--- config.mk ---
export PLATFORM = sky130hd
export DESIGN_NAME = reg_wb_arbiter
export DESIGN_NICKNAME = d
export VERILOG_FILES = /design/src/rtl/reg_wb_arbiter.sv
export SDC_FILE = /design/constraint.sdc
export NUM_CORES = 1
export LEC_CHECK = 0
export ABC_CLOCK_PERIOD_IN_PS = 4600
export BUFFER_PORTS_ARGS = -buffer_cell sky130_fd_sc_hd__buf_4
export CORE_AREA = 2 2 143 145
export CTS_CLUSTER_DIAMETER = 120
export DETAILED_ROUTE_END_ITERATION = 7
export DIE_AREA = 0 0 145 147
export GPL_TIMING_DRIVEN = 1
export MAX_ROUTING_LAYER = met4
export PLACE_DENSITY_LB_ADDON = 0.2
export SYNTH_ARGS = -nofsm -noshare
export SYNTH_HDL_FRONTEND = slang
export SYNTH_SLANG_ARGS = --single-unit
export TNS_END_PERCENT = 30
--- constraint.sdc ---
create_clock -name clk -period 4.6 [get_ports clk]
set_input_delay 0.92 -clock clk [delete_from_list [all_inputs] [get_ports clk]]
set_output_delay 0.92 -clock clk [all_outputs]
set_load 0.005 [all_outputs]
--- src/rtl/reg_wb_arbiter.sv ---
// rtl/reg_wb_arbiter.sv - register-file write-port arbiter with extension and pending-write scoreboard
module reg_wb_arbiter #(
    parameter int REG_ADDR_WIDTH = 5,
    parameter int XLEN           = 64,
    parameter int STARVE_LIMIT   = 4
) (
    input  logic                         clk,
    input  logic                         rst,
    input  logic                         alu_valid,
    output logic                         alu_ready,
    input  logic [REG_ADDR_WIDTH-1:0]    alu_waddr,
    input  logic [XLEN-1:0]              alu_wdata,
    input  logic [1:0]                   alu_ext,
    input  logic                         lsu_valid,
    output logic                         lsu_ready,
    input  logic [REG_ADDR_WIDTH-1:0]    lsu_waddr,
    input  logic [XLEN-1:0]              lsu_wdata,
    input  logic [1:0]                   lsu_ext,
    input  logic                         issue_valid,
    input  logic [REG_ADDR_WIDTH-1:0]    issue_rd,
    input  logic                         flush,
    output logic                         reg_wen,
    output logic [REG_ADDR_WIDTH-1:0]    reg_waddr,
    output logic [XLEN-1:0]              reg_wdata,
    output logic [2**REG_ADDR_WIDTH-1:0] busy_vec
);

    localparam int NREG = 2**REG_ADDR_WIDTH;
    localparam int CW   = $clog2(STARVE_LIMIT + 1);
    localparam logic [CW-1:0] LIMIT = CW'(STARVE_LIMIT);

    logic [CW-1:0]             starve_cnt;
    logic [CW-1:0]             starve_cnt_next;
    logic                      alu_xfer;
    logic                      lsu_xfer;
    logic                      xfer;
    logic                      write_next;
    logic [REG_ADDR_WIDTH-1:0] xfer_waddr;
    logic [XLEN-1:0]           xfer_wdata;
    logic [NREG-1:0]           busy_next;

    function automatic logic [XLEN-1:0] extend(input logic [XLEN-1:0] d, input logic [1:0] mode);
        case (mode)
            2'd1:    return {{(XLEN-32){d[31]}}, d[31:0]};
            2'd2:    return {{(XLEN-32){1'b0}}, d[31:0]};
            default: return d;
        endcase
    endfunction

    // LSU has priority until the ALU has lost STARVE_LIMIT consecutive cycles.
    always_comb begin
        alu_ready = 1'b0;
        lsu_ready = 1'b0;
        if (!rst && !flush) begin
            if (alu_valid && (!lsu_valid || starve_cnt == LIMIT)) begin
                alu_ready = 1'b1;
            end else if (lsu_valid) begin
                lsu_ready = 1'b1;
            end
        end
    end

    always_comb begin
        alu_xfer   = alu_valid && alu_ready;
        lsu_xfer   = lsu_valid && lsu_ready;
        xfer       = alu_xfer || lsu_xfer;
        xfer_waddr = alu_xfer ? alu_waddr : lsu_waddr;
        xfer_wdata = alu_xfer ? extend(alu_wdata, alu_ext) : extend(lsu_wdata, lsu_ext);
        write_next = xfer && (xfer_waddr != '0);
    end

    always_comb begin
        starve_cnt_next = starve_cnt;
        if (flush || !alu_valid || alu_xfer) begin
            starve_cnt_next = '0;
        end else if (starve_cnt != LIMIT) begin
            starve_cnt_next = starve_cnt + CW'(1);
        end
    end

    // Clear for the retiring write first, then set for the new issue so set wins.
    always_comb begin
        busy_next = busy_vec;
        if (flush) begin
            busy_next = '0;
        end else if (xfer) begin
            busy_next[xfer_waddr] = 1'b0;
        end
        if (issue_valid && issue_rd != '0) begin
            busy_next[issue_rd] = 1'b1;
        end
        busy_next[0] = 1'b0;
    end

    always_ff @(posedge clk) begin
        if (rst) begin
            reg_wen    <= 1'b0;
            reg_waddr  <= '0;
            reg_wdata  <= '0;
            busy_vec   <= '0;
            starve_cnt <= '0;
        end else begin
            reg_wen    <= write_next;
            busy_vec   <= busy_next;
            starve_cnt <= starve_cnt_next;
            if (write_next) begin
                reg_waddr <= xfer_waddr;
                reg_wdata <= xfer_wdata;
            end
        end
    end

endmodule

==> After elaboration in Yosys (flattened, before gate mapping) <==
Cells that the tools add are included.
{ "op_classes": {"addsub": 1, "order_cmp": 4, "n_eq_ne": 6, "n_mux": 16, "bitwise_logic": 3, "n_reduce_logical": 19} }
{ "op_table": {"columns": ["operator", "n"], "rows": [
  ["one-hot mux 64 bit (2 select lines)", 2],
  ["two-way mux 32 bit", 3],
  ["two-way mux 64 bit", 1],
  ["bitwise AND 32 bit", 1],
  ["inverter 32 bit", 1],
  ["bitwise OR 32 bit", 1],
  ["< comparator 5 x 6 -> 1 bit, second input constant", 2],
  ["demux 1 bit (select 5 bit)", 2],
  ["greater-or-equal comparator 5 x 1 -> 1 bit, second input constant", 2],
  ["nonzero test 5 bit", 2],
  ["logical AND 1 bit", 8],
  ["two-way mux 1 bit", 7],
  ["two-way mux 5 bit", 1],
  ["equality test 2 x 1 -> 1 bit, second input constant", 2],
  ["equality test 2 bit, second input constant", 2],
  ["logical NOT 1 bit", 4],
  ["logical OR 1 bit", 4],
  ["adder 3 x 1 -> 3 bit, second input constant", 1],
  ["equality test 3 bit, second input constant", 1],
  ["!= test 3 bit, second input constant", 1],
  ["OR reduction 2 bit", 1]
]} }
{ "word_totals": {"reg_bits": 105, "word_cells": 55} }

==> Depth between registers and ports, before layout <==
{ "depth": {"depth_word": 17, "ltp_mapped": 9} }

==> Worst setup path before layout <==
OpenSTA, ideal clock, no wires.
{ "synth_path": {"path_kind": "input-to-output", "from": "in rst", "to": "out lsu_ready", "t_arrival_ns": 1.840, "setup_slack_ns": 1.840, "path_stages": 5, "n_path_buf": 2, "path_cell_list": "buf_2 > nor2_1 > clkbuf_1 > nand2_1 > a21oi_1"} }
{ "synth_via": {"elab_chain_cells": 3} }
{ "synth_lines": {"columns": ["item", "line", "source"], "rows": [
  ["start, declared", "8", "input logic rst,"],
  ["logical NOT 1 bit", "54", "if (!rst && !flush) begin"],
  ["logical AND 1 bit", "54", null],
  ["two-way mux 1 bit", "54", null],
  ["end, declared", "15", "output logic lsu_ready,"]
]} }
No other way between the ends.

==> Worst setup path after layout <==
{ "layout_path": {"from": "in rst", "to": "out alu_ready"} }
{ "layout_via": {"elab_chain_cells": 3} }
{ "layout_lines": {"columns": ["item", "line", "source"], "rows": [
  ["logical NOT 1 bit", "54", null],
  ["logical AND 1 bit", "54", null],
  ["two-way mux 1 bit", "54", null],
  ["end, declared", "10", "output logic alu_ready,"]
]} }
No other way between the ends.

==> impl_metrics.py <==
metrics = {
    "outcome": {
        "status": "finished, final reports clean",
    },
    "logic_synthesis": {
        "ys_types": 54,
        "synth_warnings": 0,
        "synth_area_per_cell_um2": 9.605,
        "syn-instance-count": 609,
        "synth_nets": 766,
        "synth_area_um2": 5849,
        "synthArstFlopShare_pct": 0,
        "synthFlopType": "dfxtp_1",
        "yosysSeqAreaShare_pct": 35.59,
        "ys_ff_latch": 104,
        "synth_edf_count": 0,
    },
    "clock_tree": {
        "cts-resized-gates": 0,
        "cts_max_level": 3,
        "clkSlewWorstSetupHoldPaths_ns": 0.06,
        "numCtsBuffers": 9,
        "postCtsSetupBuffers": 0,
        "cts.sinks": 104,
        "cts_tree": "done",
        "hold_buffers": 0,
        "root_buffer": "clkbuf_16",
        "clockBufferDepth": 2,
        "insertion_delay_ns": 0.36,
    },
    "worst_setup_path": {
        "start_kind": "input port",
        "slowest_stage": "buf_4",
        "required_ns": 3.68,
        "worstSetupEndpointType": "output pin",
        "worstPathMaxFanout": 74,
        "cp_common_cell": "buf_4",
        "slowest_delay_ns": 0.53,
        "worstPathArrival_ns": 2.41,
        "cp_cell_sequence": "buf_4 -> nor3b_2 -> buf_4 -> nand2_4 -> clkinv_1 -> buf_4",
        "crit_type": "input port to output pin",
    },
    "final_layout": {
        "multi_input_area_um2": 3448,
        "antenna_cells": 0,
        "seqCellArea_um2": 2082,
        "final_common_cell": "buf_4",
        "syn_to_final_growth_pct": 41.13,
        "nets": 992,
        "drive_above_1_share_pct": 39.52,
        "layout_common_cells": "buf_4 (269), dfxtp_1 (104), mux2i_1 (99)",
        "n_fill_cell": 2024,
    },
    "flow_run": {
        "maxCapViolCount": 0,
    },
    "route": {
        "wire_per_inst_um": 17.28,
        "drt-initial-drc-count": 409,
        "vias": 5466,
        "met3WireLength_um": 1064,
        "drc_errors": 0,
        "routed_wl_um": 19180,
        "wl_met1_um": 8992,
        "viasPerCell": 4.924,
        "drtAntennaViolNets": 0,
        "highest-signal-layer": "met4",
        "wl_met2_um": 8846,
        "first_pass_iters": 4,
    },
    "worst_hold_path": {
        "min-delay-path-class": "flop to flop",
    },
    "floorplanning": {
        "die_x_um": 145,
        "initial_core_util_pct": 29.48,
        "io_pins": 257,
        "die-area_um2": 21320,
        "rows": 52,
        "dieHeight_um": 147,
        "fp.coreArea_um2": 19840,
    },
    "placement": {
        "gp_congestion": 0.8544,
        "io_buffers": 255,
        "place_hpwl_um": 14120,
    },
    "global_routing": {
        "grt.overflow.total": 0,
        "grt_antenna_before_repair": 0,
        "grt_pass1_wl_um": 29690,
        "track_usage_pct": 17.93,
        "grt_pass1_vias": 5333,
        "grt_max_degree": 75,
    },
    "sta": {
        "setup_viol": 0,
        "timing.final.hold_violations": 0,
        "skew_ns": 0.01383,
        "fin_crit_ns": 3.326,
        "rsz0062_at_grt": "no",
        "fin_setup_tns_ns": 0,
        "final_max_slew_viol_count": 0,
        "worstMarginPinSlew_ns": 1.177,
        "finalCritPeriodShare_pct": 72.31,
        "fmax_ghz": 0.3006,
        "maxSlewHeadroom_pct": 20.94,
    },
    "power": {
        "peakVddDrop_v": 0.0001758,
        "p_total_mw": 2.277,
        "p_leak_nw": 3.871,
        "p_per_area_nw_per_um2": 275.8,
    },
}
## cell type report
type / instances / share of cell area, %
sequential: 104 / 25.22
clock inverter: 5 / 0.9700
timing repair buffer: 269 / 24.46
clock buffer: 11 / 2.940
multi-input combinational: 439 / 41.77
inverter: 12 / 0.5456
tap: 270 / 4.092
## flip-flops by register name, indices dropped and copies added (netlist names)
name / cells
reg_wdata: 64
busy_vec: 31
reg_waddr: 5
starve_cnt: 3
reg_wen: 1
## cell usage after synthesis, types with 4 or more instances
library cell,number,share of area (%)
nor4_1,5,0.53
o21ai_0,4,0.34
dfxtp_1,104,36
and3b_1,4,0.60
nor3b_1,6,0.77
a32o_1,25,4.3
nand2b_1,68,7.3
clkbuf_1,37,2.4
nand2_1,16,1.0
and3_1,5,0.53
o22ai_1,16,1.7
ha_1,4,0.86
buf_2,4,0.34
mux2i_1,99,17
inv_1,11,0.71
mux2_2,32,6.2
a2bb2o_1,9,1.5
a21oi_1,72,6.2
nor2_1,11,0.71
nand4_1,4,0.43
a211oi_1,4,0.51
buf_8,5,1.3
a2111oi_2,4,1.0
## through the flow
step	instances	worst slack, ns	util [%]	hold WS (ns)	instance area [µm²]
2_1_floorplan	609	1.840	-	0.4302	5849
3_3_place_gp	1094	0.9675	39.97	0.4431	7933
3_5_place_dp	1094	0.8857	39.97	0.4518	7933
4_1_cts	1110	1.221	41.60	0.4614	8255
5_1_grt	1110	1.114	41.60	0.4748	8255
6_report	1110	1.274	41.60	0.4560	8255
## critical path: cells and delay by family
family | cells | cell delay (ns)
simple gates | 2 | 0.20
buf+inv | 4 | 1.26
## power breakdown
group | internal, mW | switching (mW)
sequential | 0.948 | 0.0271
combinational | 0.253 | 0.205
clock | 0.492 | 0.353
total | 1.69 | 0.585
## metal layers
| metal | vias to the layer above | track usage (%) |
|---|---|---|
| li1 | 2722 | - |
| met1 | 2521 | 23.50 |
| met2 | 206 | 28.02 |
| met3 | 17 | 4.193 |
| met4 | 0 | 4.455 |
| met5 | - | - |
## worst paths after layout
path	start	end	slack, ns	depth (start not counted)
worst max-delay path	rst	alu_ready	1.27	6
worst min-delay path	busy_vec[1]	busy_vec[1]	0.46	2
worst max register to register	starve_cnt[0]	reg_wdata[53]	1.56	7
worst min register to register	busy_vec[1]	busy_vec[1]	0.46	2
## kinds of logic (layout without fill, tap and decap cells)
family | Yosys count | count (layout) | share of synthesized area [%]
compound gates | 161 | 161 | 19.38
simple gates | 142 | 142 | 15.21
mux | 131 | 131 | 23.10
flops | 104 | 104 | 35.59
buf+inv | 66 | 297 | 5.797
fa+ha+maj | 4 | 4 | 0.8556
other cells | 1 | 1 | 0.06411
(Power assumes the default switching activity.)
